## src/rtl/calc_opcode_deserializer_if.sv

```systemverilog
`default_nettype none
// ============================================================================
// Module   : calc_opcode_deserializer_if
// Purpose  : Serial bit stream in, committed opcode out, plus status.
// Revision : 1.0
// ============================================================================
interface calc_opcode_deserializer_if #(
  parameter int WIDTH = 14
);
  logic             bit_in;
  logic             bit_valid;
  logic             frame_start;
  logic             bit_ready;
  logic [WIDTH-1:0] opcode;
  logic             opcode_valid;
  logic             opcode_ready;
  logic             parity_err;
  logic             timeout_err;
  logic [7:0]       frame_count;

  modport master (
    output bit_in, bit_valid, frame_start, opcode_ready,
    input  bit_ready, opcode, opcode_valid, parity_err, timeout_err, frame_count
  );

  modport slave (
    input  bit_in, bit_valid, frame_start, opcode_ready,
    output bit_ready, opcode, opcode_valid, parity_err, timeout_err, frame_count
  );
endinterface
`default_nettype wire

```

## src/rtl/calc_opcode_deserializer.sv

```systemverilog
`default_nettype none
// ============================================================================
// Module   : calc_opcode_deserializer
// Purpose  : MSB-first serial-to-opcode assembler with odd parity and timeout.
// Revision : 1.0
// ============================================================================
module calc_opcode_deserializer #(
  parameter int WIDTH     = 14,
  parameter int TIMEOUT   = 16,
  parameter int PARITY_EN = 1
) (
  input  wire logic                  clk,
  input  wire logic                  rst_n,
  calc_opcode_deserializer_if.slave  bus
);

  localparam int c_CNT_W = $clog2(WIDTH + 1);
  localparam int c_TO_W  = $clog2(TIMEOUT + 1);

  localparam logic [1:0] c_IDLE   = 2'd0;
  localparam logic [1:0] c_SHIFT  = 2'd1;
  localparam logic [1:0] c_PARITY = 2'd2;
  localparam logic [1:0] c_HOLD   = 2'd3;

  logic [1:0]         r_state;
  logic [1:0]         w_next_state;
  logic [WIDTH-1:0]   r_shreg;
  logic [c_CNT_W-1:0] r_cnt;
  logic [c_TO_W-1:0]  r_idle;
  logic [WIDTH-1:0]   r_opcode;
  logic               r_opcode_valid;
  logic               r_parity_err;
  logic               r_timeout_err;
  logic [7:0]         r_frame_count;

  logic               w_bit_ready;
  logic               w_accept;
  logic               w_restart;
  logic               w_in_frame;
  logic               w_last_bit;
  logic               w_par_ok;
  logic               w_timeout;
  logic               w_commit;
  logic               w_par_bad;
  logic               w_handshake;
  logic [WIDTH-1:0]   w_shifted;

  assign w_accept    = bus.bit_valid && w_bit_ready;
  assign w_restart   = w_accept && bus.frame_start;
  assign w_in_frame  = (r_state == c_SHIFT) || (r_state == c_PARITY);
  assign w_last_bit  = (r_cnt == c_CNT_W'(WIDTH - 1));
  assign w_shifted   = {r_shreg[WIDTH-2:0], bus.bit_in};
  assign w_par_ok    = (^r_shreg) ^ bus.bit_in;
  // A bit arriving on the would-be timeout cycle wins over the timeout.
  assign w_timeout   = w_in_frame && !w_accept && (r_idle == c_TO_W'(TIMEOUT - 1));
  assign w_handshake = (r_state == c_HOLD) && bus.opcode_ready;
  assign w_par_bad   = (r_state == c_PARITY) && w_accept && !bus.frame_start && !w_par_ok;
  assign w_commit    = ((r_state == c_SHIFT) && w_accept && !bus.frame_start && w_last_bit
                        && (PARITY_EN == 0))
                    || ((r_state == c_PARITY) && w_accept && !bus.frame_start && w_par_ok);

  always_ff @(posedge clk or negedge rst_n) begin
    if (!rst_n) begin
      r_state <= c_IDLE;
    end else begin
      r_state <= w_next_state;
    end
  end

  always_comb begin
    w_next_state = r_state;
    case (r_state)
      c_IDLE: begin
        if (w_restart) w_next_state = c_SHIFT;
      end
      c_SHIFT: begin
        if (w_restart)                   w_next_state = c_SHIFT;
        else if (w_commit)               w_next_state = c_HOLD;
        else if (w_accept && w_last_bit) w_next_state = c_PARITY;
        else if (w_timeout)              w_next_state = c_IDLE;
      end
      c_PARITY: begin
        if (w_restart)      w_next_state = c_SHIFT;
        else if (w_commit)  w_next_state = c_HOLD;
        else if (w_par_bad) w_next_state = c_IDLE;
        else if (w_timeout) w_next_state = c_IDLE;
      end
      c_HOLD: begin
        if (w_handshake) w_next_state = c_IDLE;
      end
      default: w_next_state = c_IDLE;
    endcase
  end

  always_comb begin
    w_bit_ready = (r_state != c_HOLD);
  end

  always_ff @(posedge clk or negedge rst_n) begin
    if (!rst_n) begin
      r_shreg        <= '0;
      r_cnt          <= '0;
      r_idle         <= '0;
      r_opcode       <= '0;
      r_opcode_valid <= 1'b0;
      r_parity_err   <= 1'b0;
      r_timeout_err  <= 1'b0;
      r_frame_count  <= '0;
    end else begin
      if (w_restart) begin
        r_shreg <= {{(WIDTH-1){1'b0}}, bus.bit_in};
        r_cnt   <= c_CNT_W'(1);
      end else if ((r_state == c_SHIFT) && w_accept) begin
        r_shreg <= w_shifted;
        r_cnt   <= r_cnt + c_CNT_W'(1);
      end

      if (w_in_frame && !w_accept && !w_timeout) begin
        r_idle <= r_idle + c_TO_W'(1);
      end else begin
        r_idle <= '0;
      end

      // Without a parity bit the last data bit is still in flight on commit.
      if (w_commit) begin
        r_opcode       <= (r_state == c_PARITY) ? r_shreg : w_shifted;
        r_opcode_valid <= 1'b1;
      end else if (w_handshake) begin
        r_opcode_valid <= 1'b0;
      end

      if (w_handshake) begin
        r_frame_count <= r_frame_count + 8'd1;
      end

      r_parity_err  <= w_par_bad;
      r_timeout_err <= w_timeout;
    end
  end

  assign bus.bit_ready    = w_bit_ready;
  assign bus.opcode       = r_opcode;
  assign bus.opcode_valid = r_opcode_valid;
  assign bus.parity_err   = r_parity_err;
  assign bus.timeout_err  = r_timeout_err;
  assign bus.frame_count  = r_frame_count;

endmodule
`default_nettype wire

```

## src/flat_wrapper.sv

```systemverilog
// flat-port wrapper written by rule: the top's interface ports become plain ports
module calc_opcode_deserializer_flat 
#(
  parameter int WIDTH     = 14,
  parameter int TIMEOUT   = 16,
  parameter int PARITY_EN = 1
)
  (clk, rst_n, bus_bit_in, bus_bit_valid, bus_frame_start, bus_opcode_ready, bus_bit_ready, bus_opcode, bus_opcode_valid, bus_parity_err, bus_timeout_err, bus_frame_count);
  calc_opcode_deserializer_if #(.WIDTH(WIDTH)) bus_i ();
  input  wire logic clk;
  input  wire logic rst_n;
  input wire logic [$bits(bus_i.bit_in)-1:0] bus_bit_in;
  input wire logic [$bits(bus_i.bit_valid)-1:0] bus_bit_valid;
  input wire logic [$bits(bus_i.frame_start)-1:0] bus_frame_start;
  input wire logic [$bits(bus_i.opcode_ready)-1:0] bus_opcode_ready;
  output wire logic [$bits(bus_i.bit_ready)-1:0] bus_bit_ready;
  output wire logic [$bits(bus_i.opcode)-1:0] bus_opcode;
  output wire logic [$bits(bus_i.opcode_valid)-1:0] bus_opcode_valid;
  output wire logic [$bits(bus_i.parity_err)-1:0] bus_parity_err;
  output wire logic [$bits(bus_i.timeout_err)-1:0] bus_timeout_err;
  output wire logic [$bits(bus_i.frame_count)-1:0] bus_frame_count;
  assign bus_i.bit_in = bus_bit_in;
  assign bus_i.bit_valid = bus_bit_valid;
  assign bus_i.frame_start = bus_frame_start;
  assign bus_i.opcode_ready = bus_opcode_ready;
  assign bus_bit_ready = bus_i.bit_ready;
  assign bus_opcode = bus_i.opcode;
  assign bus_opcode_valid = bus_i.opcode_valid;
  assign bus_parity_err = bus_i.parity_err;
  assign bus_timeout_err = bus_i.timeout_err;
  assign bus_frame_count = bus_i.frame_count;
  calc_opcode_deserializer #(.WIDTH(WIDTH), .TIMEOUT(TIMEOUT), .PARITY_EN(PARITY_EN)) u_core (.clk(clk), .rst_n(rst_n), .bus(bus_i));
endmodule
```

## config.mk

```make
export PLATFORM = sky130hd
export DESIGN_NAME = calc_opcode_deserializer_flat
export DESIGN_NICKNAME = d
export VERILOG_FILES = /design/src/rtl/calc_opcode_deserializer_if.sv /design/src/rtl/calc_opcode_deserializer.sv /design/src/flat_wrapper.sv
export SDC_FILE = /design/constraint.sdc
export NUM_CORES = 1
export LEC_CHECK = 0
export CAP_MARGIN = 10
export CORE_UTILIZATION = 54
export DETAILED_ROUTE_END_ITERATION = 7
export PLACE_DENSITY = 0.88
export SKIP_CTS_REPAIR_TIMING = 1
export SYNTH_ARGS = -nofsm -noshare
export SYNTH_HDL_FRONTEND = slang
export SYNTH_SLANG_ARGS = --single-unit
```

## constraint.sdc

```tcl
create_clock -name clk -period 2.3 [get_ports clk]
set_clock_uncertainty 0.05 [all_clocks]
set_input_delay 0.69 -clock clk [delete_from_list [all_inputs] [get_ports clk]]
set_output_delay 0.69 -clock clk [all_outputs]
set_load 0.005 [all_outputs]
```

==> results.md <==
* Detailed-route via count at 1610
* Synth Cell Area at about 2300 µm²
* Worst setup SP type: register
* Die width at 67.74 µm
* Vias in the first global route at 1563
* Max Clk Rate at 0.4435 GHz
* DR WL/cell at 13.98 µm
* RePlAce Congestion at approximately 0.83
* I/O pin total at 32
* Total Power at 2.595 mW
* Slew margin rel. at 0.5979
* Root Driver: clkbuf_8
* Syn_nets at 223
* RSZ-0062 raised after global routing: false
* Slew of the pin with the lowest slew margin at 603.1 ps
* Simple-gate area share of the yosys netlist at 0.1635
* Ant diodes at 0
* Final setup TNS at 0 ps
* CTS H-tree lvls at 2
* Top-count cell post-synth: dfrtp_1
* Ys async rst share at 1.000
* Post-synth top area cell: dfrtp_1
* Rows at 23
* VDD IR max at between 0.4 and 0.5 mV
* Leakage power figure at 1.451 nW
* Final wirelength at 4291 µm
* Final core occ at 0.7082
* Period utilisation layout at 0.9804
* HPWL Detailed at 2934 µm
* Die span in y at around 68 µm
* Hold Vio Cnt, Final at 0
* Synthesized instance count at approximately 210
* Synth top area share at 0.5362
* Layout cells sized above 1 at 0.1712
* EDFF count, synth at 0
* Avg Cell Area, Syn at approximately 11 µm²
* Synth Warn # at 0
* Initial antenna violation count at 0
* CP arrival at 1510 ps
* Placed insts at 294
* Largest family of logic cells by synthesized area: simple AND/OR/NAND/NOR gates
* CTS tree: built
* Final non-filler cell total at 307
* Top cells by count, synth: dfrtp_1, nand2_1, nand3_1
* Initial Util at 0.5710
* IO buf count at 31
* Endpoint class of the critical path: primary output
* Max-cap violation count at 0
* Remaining DRCs at 0
* Die area at 4588 µm²
* First-pass GRT wire length at 7003 µm
* Worst-path clk slew at 90 ps
* Final setup margin at 45.19 ps
* Layout Nets at 271
* Largest net degree at the start of global routing at 51
* Type of the most critical hold path: in2async
* Dpl ws at -452.3 ps
* Post-synthesis adder-cell area fraction at 0.04826
* Total grt overflow at 0
* Final instance area at ~2900 µm²
* Syn-to-layout area delta at 24.02%
* Power Dens Cells at 896.8 nW/µm²
* Post-synthesis mux area share at 0.08365
* Min Hold Slack at 409.1 ps
* DRT Pass-1 Iters at 4
* Iteration-0 DRC Markers at 153
* Ys flop type: dfrtp_1
* Post-DP Area at between 2000 and 3000 µm²
* Global Route Usage Sum at 0.2112
* DR vias/cell at 5.244
* Setup CP Type: reg2out
* Worst endpoint required time at 1560 ps
* Post-route ant nets at 0
* Core Area at 4086 µm²
* Yosys cell types at 33
* Yosys reg bits at 50
* Crit Path Max Fanout at 6
* Clk Latency, worst-skew pair at approximately 310 ps
* Top post-synthesis cells by area: dfrtp_1, nand2_1, xnor2_1, ha_1, mux2_4
* Sequential area share after synthesis at 0.5362
* Finish-stage setup viols at 0
* Compound-Gate Fraction of Synth Area at 0.03485
* Pins Over Slew Limit at 0
* Final min period at 2255 ps
* Clock Sinks at 50
* Max Root-Sink Buffers at 2
* Status: completed
* CTS Buf Count at 5
* XOR/XNOR Fraction of Synth Area at 0.1008
* FILL cells at 307
cell usage in the layout, fill, tap and decap left out, drive strengths merged, types with 2 or more instances in the layout:
cell type      synthesis  routed
mux2                  15      15
inv                   10      10
a21oi                  2       2
xor2                   5       5
ha                     9       9
xnor2                 14      14
nand3                 20      20
clkbuf                 2       6
dfrtp                 50      50
xnor3                  3       3
nand4                  3       3
nand2                 40      40
a31oi                  2       2
clkdlybuf4s50          0      29
nor2                  14      14
buf                    3      16
o21ai                  4       4
o31ai                  2       2
flip-flops by register name (all words and copies together) (netlist names):
| signal | flops |
|---|---|
| u_core.bus.frame_count | 8 |
| u_core.bus.opcode | 14 |
| u_core.bus.opcode_valid | 1 |
| u_core.r_state | 2 |
| u_core.r_idle | 5 |
| u_core.r_shreg | 14 |
| u_core.bus.parity_err | 1 |
| u_core.r_cnt | 4 |
| u_core.bus.timeout_err | 1 |
where the power goes:
group	internal (mW)	switching (mW)	leakage (nW)	total [mW]
logic	0.492	0.397	0.727	0.889
registers	1.03	0.151	0.677	1.18
clock network	0.242	0.284	0.0472	0.526
kinds of logic (layout without fill, tap and decap cells):
family,Yosys count,count (layout)
AOI/OAI and AO/OA,13,13
xor gates and xnor gates,22,22
DFF,50,50
muxes,15,15
and+or+nand+nor,84,84
buffers and inverters,15,64
adders and majority gates,9,9
final cells by class:
type,instances,area (µm²),area share
repair buffers,46,436.7,0.1509
clock inverters,2,12.51,0.004323
inverters,10,37.54,0.01297
multi-input cells,143,1008,0.3485
flip-flops and latches,50,1254,0.4332
clock buffers,6,82.58,0.02853
well taps,50,62.56,0.02162
final timing paths:
kind / startpoint / end / slack (ps) / cells after the start
worst max-delay path: u_core.r_state[1]$_DFFE_PN0P_ / bus_bit_ready / 50 / 3
min in group clk: u_core.r_idle[0]$_DFF_PN0_ / u_core.r_idle[0]$_DFF_PN0_ / 420 / 1
worst min register to register: u_core.r_idle[0]$_DFF_PN0_ / u_core.r_idle[0]$_DFF_PN0_ / 420 / 1
max in group asynchronous: rst_n / u_core.r_state[1]$_DFFE_PN0P_ / 1350 / 2
worst max register to register: u_core.r_shreg[0]$_DFFE_PN0P_ / u_core.bus.opcode[9]$_DFFE_PN0P_ / 190 / 6
worst min-delay path: rst_n / u_core.r_idle[2]$_DFF_PN0_ / 410 / 2
worst max-delay path, stage by stage, from the launching register on:
cell and delay, ps:
dfrtp_2 450, ha_2 220, inv_1 50, clkdlybuf4s50_1 480
per-layer routing:
metal / share of wire / up-vias / GRT usage
met1: 0.46 / 773 / 0.2590
met3: 0.034 / 7 / 0.04223
met4: 0.023 / 0 / 0.1037
met2: 0.48 / 42 / 0.3515
met5: 0 / - / 0
li1: - / 788 / -
Note: power is estimated with default switching activity, not from simulation.
